## src/rtl/vga_scene_scanner_if.sv

```systemverilog
// Scene read bus between the VGA scanner (master) and the game logic (slave).
// The master presents a board cell; the slave answers combinationally with
// occupancy of the committed matrix and the falling block, plus the
// next-block shape for the preview window.
interface vga_scene_scanner_if #(
    parameter int width_p  = 10,
    parameter int height_p = 20
);
    localparam int x_w_lp = (width_p  > 1) ? $clog2(width_p)  : 1;
    localparam int y_w_lp = (height_p > 1) ? $clog2(height_p) : 1;

    logic [x_w_lp-1:0] dis_logic_x;
    logic [y_w_lp-1:0] dis_logic_y;
    logic              dis_logic_mm;
    logic              dis_logic_cm;
    logic [3:0][3:0]   dis_logic_next_block;

    modport master (
        output dis_logic_x,
        output dis_logic_y,
        input  dis_logic_mm,
        input  dis_logic_cm,
        input  dis_logic_next_block
    );

    modport slave (
        input  dis_logic_x,
        input  dis_logic_y,
        output dis_logic_mm,
        output dis_logic_cm,
        output dis_logic_next_block
    );
endinterface

```

## src/rtl/vga_scene_scanner.sv

```systemverilog
// VGA raster generator and scene reader. Counters walk the raster, stage 1
// decodes the pixel position into board/border/preview regions and presents
// the board cell to the game logic, stage 2 picks the colour from the
// returned cell data and registers it together with the syncs, so every
// output lags the counters by exactly two cycles.
module vga_scene_scanner #(
    parameter int width_p      = 10,
    parameter int height_p     = 20,
    parameter int cell_shift_p = 4,
    parameter int h_visible_p  = 640,
    parameter int h_front_p    = 16,
    parameter int h_sync_p     = 96,
    parameter int h_back_p     = 48,
    parameter int v_visible_p  = 480,
    parameter int v_front_p    = 10,
    parameter int v_sync_p     = 2,
    parameter int v_back_p     = 33,
    parameter int board_x0_p   = 240,
    parameter int board_y0_p   = 80,
    parameter int preview_x0_p = 480,
    parameter int preview_y0_p = 80
) (
    input  logic                clk_i,
    input  logic                reset_i,
    vga_scene_scanner_if.master scene,
    output logic                hsync_o,
    output logic                vsync_o,
    output logic [11:0]         rgb_o,
    output logic                active_o,
    output logic                frame_start_o
);

    localparam int h_total_lp = h_visible_p + h_front_p + h_sync_p + h_back_p;
    localparam int v_total_lp = v_visible_p + v_front_p + v_sync_p + v_back_p;
    localparam int h_w_lp     = $clog2(h_total_lp);
    localparam int v_w_lp     = $clog2(v_total_lp);
    localparam int x_w_lp     = (width_p  > 1) ? $clog2(width_p)  : 1;
    localparam int y_w_lp     = (height_p > 1) ? $clog2(height_p) : 1;
    localparam int cell_lp    = 1 << cell_shift_p;
    localparam int board_w_lp = width_p  << cell_shift_p;
    localparam int board_h_lp = height_p << cell_shift_p;
    localparam int prev_sz_lp = 4 << cell_shift_p;

    localparam logic [h_w_lp-1:0] h_last_lp      = h_w_lp'(h_total_lp - 1);
    localparam logic [v_w_lp-1:0] v_last_lp      = v_w_lp'(v_total_lp - 1);
    localparam logic [h_w_lp-1:0] h_vis_lp       = h_w_lp'(h_visible_p);
    localparam logic [v_w_lp-1:0] v_vis_lp       = v_w_lp'(v_visible_p);
    localparam logic [h_w_lp-1:0] hs_lo_lp       = h_w_lp'(h_visible_p + h_front_p);
    localparam logic [h_w_lp-1:0] hs_hi_lp       = h_w_lp'(h_visible_p + h_front_p + h_sync_p);
    localparam logic [v_w_lp-1:0] vs_lo_lp       = v_w_lp'(v_visible_p + v_front_p);
    localparam logic [v_w_lp-1:0] vs_hi_lp       = v_w_lp'(v_visible_p + v_front_p + v_sync_p);
    localparam logic [h_w_lp-1:0] board_x_lo_lp  = h_w_lp'(board_x0_p);
    localparam logic [h_w_lp-1:0] board_x_hi_lp  = h_w_lp'(board_x0_p + board_w_lp);
    localparam logic [v_w_lp-1:0] board_y_lo_lp  = v_w_lp'(board_y0_p);
    localparam logic [v_w_lp-1:0] board_y_hi_lp  = v_w_lp'(board_y0_p + board_h_lp);
    localparam logic [h_w_lp-1:0] border_x_lo_lp = h_w_lp'(board_x0_p - cell_lp);
    localparam logic [h_w_lp-1:0] border_x_hi_lp = h_w_lp'(board_x0_p + board_w_lp + cell_lp);
    localparam logic [v_w_lp-1:0] border_y_lo_lp = v_w_lp'(board_y0_p - cell_lp);
    localparam logic [v_w_lp-1:0] border_y_hi_lp = v_w_lp'(board_y0_p + board_h_lp + cell_lp);
    localparam logic [h_w_lp-1:0] prev_x_lo_lp   = h_w_lp'(preview_x0_p);
    localparam logic [h_w_lp-1:0] prev_x_hi_lp   = h_w_lp'(preview_x0_p + prev_sz_lp);
    localparam logic [v_w_lp-1:0] prev_y_lo_lp   = v_w_lp'(preview_y0_p);
    localparam logic [v_w_lp-1:0] prev_y_hi_lp   = v_w_lp'(preview_y0_p + prev_sz_lp);

    localparam bit overlap_lp =
        (preview_x0_p < board_x0_p + board_w_lp) && (board_x0_p < preview_x0_p + prev_sz_lp) &&
        (preview_y0_p < board_y0_p + board_h_lp) && (board_y0_p < preview_y0_p + prev_sz_lp);

    if (overlap_lp) begin : g_overlap_check
        $error("vga_scene_scanner: preview square overlaps the board rectangle");
    end

    logic [h_w_lp-1:0] h_cnt;
    logic [v_w_lp-1:0] v_cnt;

    logic [h_w_lp-1:0] h_rel_board;
    logic [v_w_lp-1:0] v_rel_board;
    logic [h_w_lp-1:0] h_rel_prev;
    logic [v_w_lp-1:0] v_rel_prev;
    logic              vis_c;
    logic              in_board_c;
    logic              in_border_box_c;
    logic              in_preview_c;
    logic              hsync_raw_c;
    logic              vsync_raw_c;
    logic              origin_c;

    logic              vis_q;
    logic              in_board_q;
    logic              in_border_q;
    logic              in_preview_q;
    logic [1:0]        prev_row_q;
    logic [1:0]        prev_col_q;
    logic              hsync_raw_q;
    logic              vsync_raw_q;
    logic              origin_q;

    // Raster counters: h wraps every line, v advances on each h wrap.
    always_ff @(posedge clk_i) begin
        if (reset_i) begin
            h_cnt <= '0;
            v_cnt <= '0;
        end else if (h_cnt == h_last_lp) begin
            h_cnt <= '0;
            if (v_cnt == v_last_lp) begin
                v_cnt <= '0;
            end else begin
                v_cnt <= v_cnt + 1'b1;
            end
        end else begin
            h_cnt <= h_cnt + 1'b1;
        end
    end

    assign h_rel_board = h_cnt - board_x_lo_lp;
    assign v_rel_board = v_cnt - board_y_lo_lp;
    assign h_rel_prev  = h_cnt - prev_x_lo_lp;
    assign v_rel_prev  = v_cnt - prev_y_lo_lp;

    assign vis_c       = (h_cnt < h_vis_lp) && (v_cnt < v_vis_lp);
    assign in_board_c  = (h_cnt >= board_x_lo_lp) && (h_cnt < board_x_hi_lp) &&
                         (v_cnt >= board_y_lo_lp) && (v_cnt < board_y_hi_lp);
    assign in_border_box_c = (h_cnt >= border_x_lo_lp) && (h_cnt < border_x_hi_lp) &&
                             (v_cnt >= border_y_lo_lp) && (v_cnt < border_y_hi_lp);
    assign in_preview_c = (h_cnt >= prev_x_lo_lp) && (h_cnt < prev_x_hi_lp) &&
                          (v_cnt >= prev_y_lo_lp) && (v_cnt < prev_y_hi_lp);
    assign hsync_raw_c = (h_cnt >= hs_lo_lp) && (h_cnt < hs_hi_lp);
    assign vsync_raw_c = (v_cnt >= vs_lo_lp) && (v_cnt < vs_hi_lp);
    assign origin_c    = (h_cnt == '0) && (v_cnt == '0);

    // Stage 1: register region flags and present the board cell (0 outside the board).
    always_ff @(posedge clk_i) begin
        if (reset_i) begin
            vis_q             <= 1'b0;
            in_board_q        <= 1'b0;
            in_border_q       <= 1'b0;
            in_preview_q      <= 1'b0;
            prev_row_q        <= '0;
            prev_col_q        <= '0;
            hsync_raw_q       <= 1'b0;
            vsync_raw_q       <= 1'b0;
            origin_q          <= 1'b0;
            scene.dis_logic_x <= '0;
            scene.dis_logic_y <= '0;
        end else begin
            vis_q        <= vis_c;
            in_board_q   <= in_board_c;
            in_border_q  <= in_border_box_c && !in_board_c;
            in_preview_q <= in_preview_c;
            prev_row_q   <= in_preview_c ? 2'(v_rel_prev >> cell_shift_p) : 2'b00;
            prev_col_q   <= in_preview_c ? 2'(h_rel_prev >> cell_shift_p) : 2'b00;
            hsync_raw_q  <= hsync_raw_c;
            vsync_raw_q  <= vsync_raw_c;
            origin_q     <= origin_c;
            if (in_board_c) begin
                scene.dis_logic_x <= x_w_lp'(h_rel_board >> cell_shift_p);
                scene.dis_logic_y <= y_w_lp'(v_rel_board >> cell_shift_p);
            end else begin
                scene.dis_logic_x <= '0;
                scene.dis_logic_y <= '0;
            end
        end
    end

    // Stage 2: choose the pixel colour by region priority and align the syncs with it.
    always_ff @(posedge clk_i) begin
        if (reset_i) begin
            rgb_o         <= 12'h000;
            active_o      <= 1'b0;
            frame_start_o <= 1'b0;
            hsync_o       <= 1'b1;
            vsync_o       <= 1'b1;
        end else begin
            hsync_o       <= ~hsync_raw_q;
            vsync_o       <= ~vsync_raw_q;
            active_o      <= vis_q;
            frame_start_o <= origin_q;
            if (!vis_q) begin
                rgb_o <= 12'h000;
            end else if (in_board_q && scene.dis_logic_cm) begin
                rgb_o <= 12'hF00;
            end else if (in_board_q && scene.dis_logic_mm) begin
                rgb_o <= 12'hFFF;
            end else if (in_board_q) begin
                rgb_o <= 12'h111;
            end else if (in_border_q) begin
                rgb_o <= 12'h888;
            end else if (in_preview_q && scene.dis_logic_next_block[prev_row_q][prev_col_q]) begin
                rgb_o <= 12'h0F0;
            end else begin
                rgb_o <= 12'h000;
            end
        end
    end

endmodule

```

## src/flat_wrapper.sv

```systemverilog
// flat-port wrapper written by rule: the top's interface ports become plain ports
module vga_scene_scanner_flat 
#(
    parameter int width_p      = 10,
    parameter int height_p     = 20,
    parameter int cell_shift_p = 4,
    parameter int h_visible_p  = 640,
    parameter int h_front_p    = 16,
    parameter int h_sync_p     = 96,
    parameter int h_back_p     = 48,
    parameter int v_visible_p  = 480,
    parameter int v_front_p    = 10,
    parameter int v_sync_p     = 2,
    parameter int v_back_p     = 33,
    parameter int board_x0_p   = 240,
    parameter int board_y0_p   = 80,
    parameter int preview_x0_p = 480,
    parameter int preview_y0_p = 80
)
  (clk_i, reset_i, hsync_o, vsync_o, rgb_o, active_o, frame_start_o, scene_dis_logic_x, scene_dis_logic_y, scene_dis_logic_mm, scene_dis_logic_cm, scene_dis_logic_next_block);
  vga_scene_scanner_if #(.width_p(width_p), .height_p(height_p)) scene_i ();
  input  logic clk_i;
  input  logic reset_i;
  output logic hsync_o;
  output logic vsync_o;
  output logic [11:0] rgb_o;
  output logic active_o;
  output logic frame_start_o;
  output wire logic [$bits(scene_i.dis_logic_x)-1:0] scene_dis_logic_x;
  output wire logic [$bits(scene_i.dis_logic_y)-1:0] scene_dis_logic_y;
  input wire logic [$bits(scene_i.dis_logic_mm)-1:0] scene_dis_logic_mm;
  input wire logic [$bits(scene_i.dis_logic_cm)-1:0] scene_dis_logic_cm;
  input wire logic [$bits(scene_i.dis_logic_next_block)-1:0] scene_dis_logic_next_block;
  assign scene_dis_logic_x = scene_i.dis_logic_x;
  assign scene_dis_logic_y = scene_i.dis_logic_y;
  assign scene_i.dis_logic_mm = scene_dis_logic_mm;
  assign scene_i.dis_logic_cm = scene_dis_logic_cm;
  assign scene_i.dis_logic_next_block = scene_dis_logic_next_block;
  vga_scene_scanner #(.width_p(width_p), .height_p(height_p), .cell_shift_p(cell_shift_p), .h_visible_p(h_visible_p), .h_front_p(h_front_p), .h_sync_p(h_sync_p), .h_back_p(h_back_p), .v_visible_p(v_visible_p), .v_front_p(v_front_p), .v_sync_p(v_sync_p), .v_back_p(v_back_p), .board_x0_p(board_x0_p), .board_y0_p(board_y0_p), .preview_x0_p(preview_x0_p), .preview_y0_p(preview_y0_p)) u_core (.clk_i(clk_i), .reset_i(reset_i), .scene(scene_i), .hsync_o(hsync_o), .vsync_o(vsync_o), .rgb_o(rgb_o), .active_o(active_o), .frame_start_o(frame_start_o));
endmodule
```

## config.mk

```make
export PLATFORM = sky130hd
export DESIGN_NAME = vga_scene_scanner_flat
export DESIGN_NICKNAME = d
export VERILOG_FILES = /design/src/rtl/vga_scene_scanner_if.sv /design/src/rtl/vga_scene_scanner.sv /design/src/flat_wrapper.sv
export SDC_FILE = /design/constraint.sdc
export NUM_CORES = 1
export LEC_CHECK = 0
export BUFFER_PORTS_ARGS = -buffer_cell sky130_fd_sc_hd__clkbuf_2
export CORE_UTILIZATION = 55
export CTS_CLUSTER_SIZE = 30
export DETAILED_ROUTE_END_ITERATION = 12
export PLACE_DENSITY = 0.82
export SLEW_MARGIN = 10
export SYNTH_ARGS = -nofsm -noshare
export SYNTH_HDL_FRONTEND = slang
export SYNTH_SLANG_ARGS = --single-unit
```

## constraint.sdc

```tcl
create_clock -name clk_i -period 2.46 [get_ports clk_i]
set_input_delay 0.123 -clock clk_i [delete_from_list [all_inputs] [get_ports clk_i]]
set_output_delay 0.123 -clock clk_i [all_outputs]
set_load 0.02 [all_outputs]
```

# Word level (Yosys, flattened, before mapping)
# Cells that the tools add are included.
[totals]
ff_bits = 56
latchBits = 0
ram_bits = 0
mem_bits_ro = 0
inputBits = 20
out_inout_bits = 25
elab_cells = 85
n_memories = 0
[classes]
addsub = 5
mul = 0
n_div = 0
magnitude_cmp = 19
n_eq_ne = 2
shift = 0
muxes = 10
bitwise = 5
reduce_logical = 25
[ops]
columns = ["op", "n"]
rows = [
  ["< comparator 10 x 9 -> 1 bit (second input constant)", 6],
  ["2-to-1 mux 12 bit", 4],
  ["< comparator 10 bit (second input constant)", 3],
  ["adder 10 x 1 -> 10 bit (second input constant)", 2],
  ["== test 10 bit (second input constant)", 2],
  [">= comparator 10 x 7 -> 1 bit (second input constant)", 2],
  [">= comparator 10 x 8 -> 1 bit (second input constant)", 2],
  [">= comparator 10 x 9 -> 1 bit (second input constant)", 2],
  ["logical NOT 10 bit", 2],
  ["logical AND 1 bit", 17],
  [">= comparator 10 bit (second input constant)", 1],
  ["< comparator 10 x 8 -> 1 bit (second input constant)", 1],
  ["2-to-1 mux 10 bit", 1],
  ["subtractor 9 x 7 -> 9 bit (second input constant)", 1],
  ["binary-select mux 4 bit (select 2 bit)", 1],
  ["2-to-1 mux 8 bit", 1],
  ["OR reduction 2 bit", 4],
  ["subtractor 8 bit (second input constant)", 1],
  ["< comparator 2 x 3 -> 1 bit (second input constant)", 2],
  ["subtractor 6 bit (second input constant)", 1],
  ["NOT 1 bit", 5],
  ["2-to-1 mux 4 bit", 1],
  ["OR reduction 3 bit", 1],
  ["binary-select mux 1 bit (select 2 bit)", 1],
  ["other kinds (2)", 2],
]

# Longest topological paths before layout
[logic_depth]
word_depth = 10
depth_mapped = 8
depth_no_buf = 7

# Least setup slack after synthesis
# Ideal clock, no wire load.
[synth_timing]
path_type = "register -> register"
startpoint = "register u_core.v_cnt[4]"
endpoint = "register u_core.scene.dis_logic_y[2]"
setup_ns = 0.073
t_arrival_ns = 1.682
setup_slack_ns = 0.705
stages_incl_launch_ff = 8
cell_sequence = "dfxtp_1 inv_1 ha_1 and2b_1 o21ai_0 a2111o_1 buf_6 nor3_4"
[synth_between]
elab_chain_cells = 5
elab_cells_between_ends = 7
classes_between = "add/sub (1); order compare (2); bitwise (1); reduce/logical (3)"
[synth_lines]
columns = ["item", "line", "text"]
rows = [
  ["start, declared", "vga_scene_scanner.sv:74", "logic [v_w_lp-1:0] v_cnt;"],
  ["start signal, assigned", "vga_scene_scanner.sv:108", "v_cnt <= v_cnt + 1'b1;"],
  [">= comparator 10 x 7 -> 1 bit", "vga_scene_scanner.sv:122", "(v_cnt >= board_y_lo_lp) && (v_cnt < board_y_hi_lp);"],
  ["logical AND 1 bit", "vga_scene_scanner.sv:121", "assign in_board_c = (h_cnt >= board_x_lo_lp) && (h_cnt < board_x_hi_lp) &&"],
  ["logical AND 1 bit", "vga_scene_scanner.sv:122", ""],
  ["NOT 1 bit (no line)", "n/a", ""],
  ["OR reduction 2 bit (no line)", "n/a", ""],
  ["end signal, assigned", "vga_scene_scanner.sv:157", "scene.dis_logic_y <= y_w_lp'(v_rel_board >> cell_shift_p);"],
  ["end, declared", "vga_scene_scanner_if.sv:20", "output dis_logic_y,"],
]
# Several ways; a longest one is shown, not always the timed one.
# A chain may end at the register's enable or synchronous reset.

# Worst setup path after layout
# Same ends and word-level chain as after synthesis.

==> results by stage <==
Run status:
- The run finished with clean final reports.

Drt:
- For this block, the via count after detailed routing is 1958.
- The first TritonRoute pass finished after 4 iterations.
- The DRC violation count after routing is 0.
- The post-route antenna net violation count is 0.
- The wire length per cell is 12.2 µm.
- The starting DRC count in detailed routing is 75.
- The detail-routed via count per cell is 5.32.
- The final wirelength is 4500 µm.

Clock network:
- TritonCTS built the clock tree.
- At the later pin of the worst-skew pair, clock insertion delay measures 0.31 ns.
- The total setup buffers inserted after CTS is 0.
- Clock tree synthesis inserted a total of 5 buffers.
- CTS saw 53 sinks.
- The cell at the root of the clock tree is sky130_fd_sc_hd__clkbuf_8.
- The longest clock path from root to sink contains 2 buffers.
- The number of hold buffers added after CTS was 0.
- Clock-pin slew was measured on the worst setup and hold paths at 0.09 ns.
- Post-CTS repair changed the size of 0 cells.
- The maximum level of the CTS H-tree is 2.

GRT:
- The number of antenna violations at the first check in global routing is 0.
- For this run, the total global-route usage over all layers was measured as 0.200.
- The first global-routing pass estimated 7890 µm of wire.
- Entering global routing, the biggest net connects 19 pins.
- Global routing finished with a remaining overflow of 0.
- The number of global-route vias before repair is 1873.

Timing:
- The final count of pins violating max slew was 0.
- The shortest period the worst path allows is 2.03 ns.
- Setup repair after global routing left no endpoint under its margin.
- In this run the tightest slew margin relative to its limit is 0.705.
- The final count of hold timing violations was 0.
- In the post-route analysis, the smallest setup slack over all paths is 0.432 ns.
- The share of the clock period used by the worst path after layout is 0.825.
- The maximum clock frequency is 0.493 GHz.
- For the pin with the worst max-slew slack, the measured transition is 0.442 ns.
- The setup clock skew after layout is 0.00735 ns.
- The total negative setup slack is 0 ns.
- The total setup violations reported at the end of the flow is 0.

Worst setup path:
- In this run the worst path has a maximum fanout of 10.
- The critical path arrival is 2.27 ns.
- The kind of start point of the critical path is a flip-flop.
- The category of the worst setup path capture point is a flip-flop.
- Data on the critical path is required at its endpoint by 2.70 ns.
- The worst setup path is of the reg2reg kind.

Yosys:
- For this run, the number of Yosys warnings is 0.
- The number of storage elements in the synthesis netlist is 53.
- After synthesis, the cell types taking the most area are sky130_fd_sc_hd__dfxtp_1, sky130_fd_sc_hd__nor2_1, sky130_fd_sc_hd__ha_1.
- The number of nets produced by synthesis is 313.
- The share of synthesized area in the top cell type comes to 0.426.
- Counting flops with a built-in enable in the synthesized netlist gives 0.
- The count of distinct cell types in the synthesized netlist is 50.
- The share of the Yosys chip area taken by registers is 0.426.
- The post-synthesis area per instance is 8.83 µm².
- In the synthesized netlist the async set-or-reset flop fraction comes to 0.
- The number of cells produced by synthesis is 282.
- The flip-flop cell with the highest count after synthesis is sky130_fd_sc_hd__dfxtp_1.
- The dominant cell by count in the synthesized netlist is sky130_fd_sc_hd__dfxtp_1.
- The mapped netlist covers 2490 µm².
- By count the netlist is led by sky130_fd_sc_hd__dfxtp_1, sky130_fd_sc_hd__nor2_1, sky130_fd_sc_hd__nand2_1.
- Summed over all instances, the cell type with the most area after synthesis is sky130_fd_sc_hd__dfxtp_1.

Pwr:
- The part of the total power dissipated in sequential elements is 0.611.
- The switching share of power is 0.227.
- The design draws 1.42 mW.
- The analysis attributes to net switching a power of 0.323 mW.
- The leakage component of the power is 1.13 nW.
- Of the total power, the clock network draws 0.346.
- The share of total power dissipated in combinational logic is 0.042.
- The power per cell area is 514 nW/µm².
- The internal portion of the total power is 1.10 mW.
- The worst voltage drop across the vdd grid is 0.253 mV.

Die:
- The horizontal die dimension is 69.3 µm.
- The die is 69.3 µm tall.
- The floorplan step defined a die boundary enclosing 4800 µm².
- The floorplan step defined a core boundary enclosing 4350 µm².
- The I/O pin total is 45.
- The initialized floorplan defines 24 standard-cell rows.
- For this configuration, the core starts out at a cell density of 0.572.

Layout:
- The area added between synthesis and finish is 11.2%.
- The antenna diode instance count is 0.
- In the final layout, the share of cells above drive strength 1 is 0.215.
- The number of filler instances in the final layout is 381.
- Excluding fillers, the count of instances in the completed layout stands at 368.
- The post-layout net count is 346.

Worst hold path:
- The worst hold path belongs to the class in2reg.

Placement:
- The worst slack after detailed placement is 0.432 ns.
- The number of buffers added on ports is 44.
- The number of placed instances, taps included is 360.
- The weighted congestion at the end of routability-driven global placement is 0.888.
- The detailed placer's ending HPWL is 3410 µm.

Flow run:
- The total of max-cap violations is 0.
worst paths after layout:
| path | startpoint | to | slack [ns] | depth (start not counted) |
|---|---|---|---|---|
| min | scene_dis_logic_cm | u_core.rgb_o[2] | 0.05 | 2 |
| max reg2reg | u_core.v_cnt[4] | u_core.scene.dis_logic_y[2] | 0.43 | 6 |
| min reg2reg | u_core.vsync_raw_q | u_core.vsync_o | 0.38 | 1 |
| max | u_core.v_cnt[4] | u_core.scene.dis_logic_y[2] | 0.43 | 6 |
metal layers:
| layer | wire, µm | track usage |
|---|---|---|
| met4 | 65 | 0.0703 |
| met5 | 0 | 0 |
| met1 | 2060 | 0.246 |
| met3 | 230 | 0.0422 |
| met2 | 2140 | 0.346 |
cell usage in the layout (no fill, tap or decap), drive strengths merged, types with 3 or more instances in the layout:
master | Yosys | layout
nand2b | 7 | 7
a21oi | 7 | 7
nor3 | 11 | 11
ha | 11 | 11
nand4 | 8 | 8
xnor2 | 12 | 12
o21bai | 3 | 3
nand3 | 9 | 9
or3 | 4 | 4
a211oi | 3 | 3
nor2 | 45 | 45
xor2 | 5 | 5
dfxtp | 53 | 53
o21ai | 10 | 10
mux2 | 5 | 5
nand3b | 3 | 3
mux2i | 3 | 3
nand2 | 18 | 18
clkbuf | 7 | 49
nor2b | 3 | 3
inv | 17 | 18
cell type report:
cell class	instances	area, µm²	share of cell area
Clock buffer	5	68.8	0.0249
Clock inverter	3	25.0	0.00904
Inverter	17	63.8	0.0230
Multi-Input combinational cell	193	1260	0.454
Sequential cell	53	1060	0.383
Tap cell	52	65.1	0.0235
Timing Repair Buffer	45	228	0.0822
cells by family after synthesis:
logic type	after synthesis	synth area share
and+or+nand+nor	120	0.244
adders and majority gates	11	0.0552
buffers and inverters	36	0.0693
DFF	53	0.426
xor gates and xnor gates	17	0.0598
muxes	8	0.0347
AOI/OAI and AO/OA	37	0.112
registers in the layout (all words and copies together), names as in the netlist, 2 cells and up:
signal	count
u_core.scene.dis_logic_y	5
u_core.prev_row_q	2
u_core.rgb_o	9
u_core.prev_col_q	2
u_core.scene.dis_logic_x	4
u_core.h_cnt	10
u_core.v_cnt	10
worst max-delay path: stages, from the launching register on:
cell and delay, ns:
sky130_fd_sc_hd__dfxtp_1 0.39, sky130_fd_sc_hd__inv_1 0.14, sky130_fd_sc_hd__ha_1 0.25, sky130_fd_sc_hd__and2b_1 0.24
sky130_fd_sc_hd__o21ai_0 0.15, sky130_fd_sc_hd__a2111o_1 0.59, sky130_fd_sc_hd__nor3_4 0.20
power groups by stage:
stage | sequential, mW | clock, mW | combinational, mW
after floorplan | 0.893 | 0 | 0.0335
after global placement | 0.891 | 0 | 0.0596
after detailed placement | 0.891 | 0 | 0.0608
after CTS | 0.871 | 0.510 | 0.0614
after global routing | 0.873 | 0.540 | 0.0689
final | 0.871 | 0.493 | 0.0603
metrics by stage:
stage / area (µm²) / hold WS (ns) / utilization
after floorplan: 2490 / 0.200 / -
after global placement: 2680 / 0.358 / 0.614
after detailed placement: 2680 / 0.365 / 0.614
after CTS: 2770 / 0.0466 / 0.636
after global routing: 2770 / 0.0820 / 0.636
final: 2770 / 0.0533 / 0.636
(Power assumes the default switching activity.)
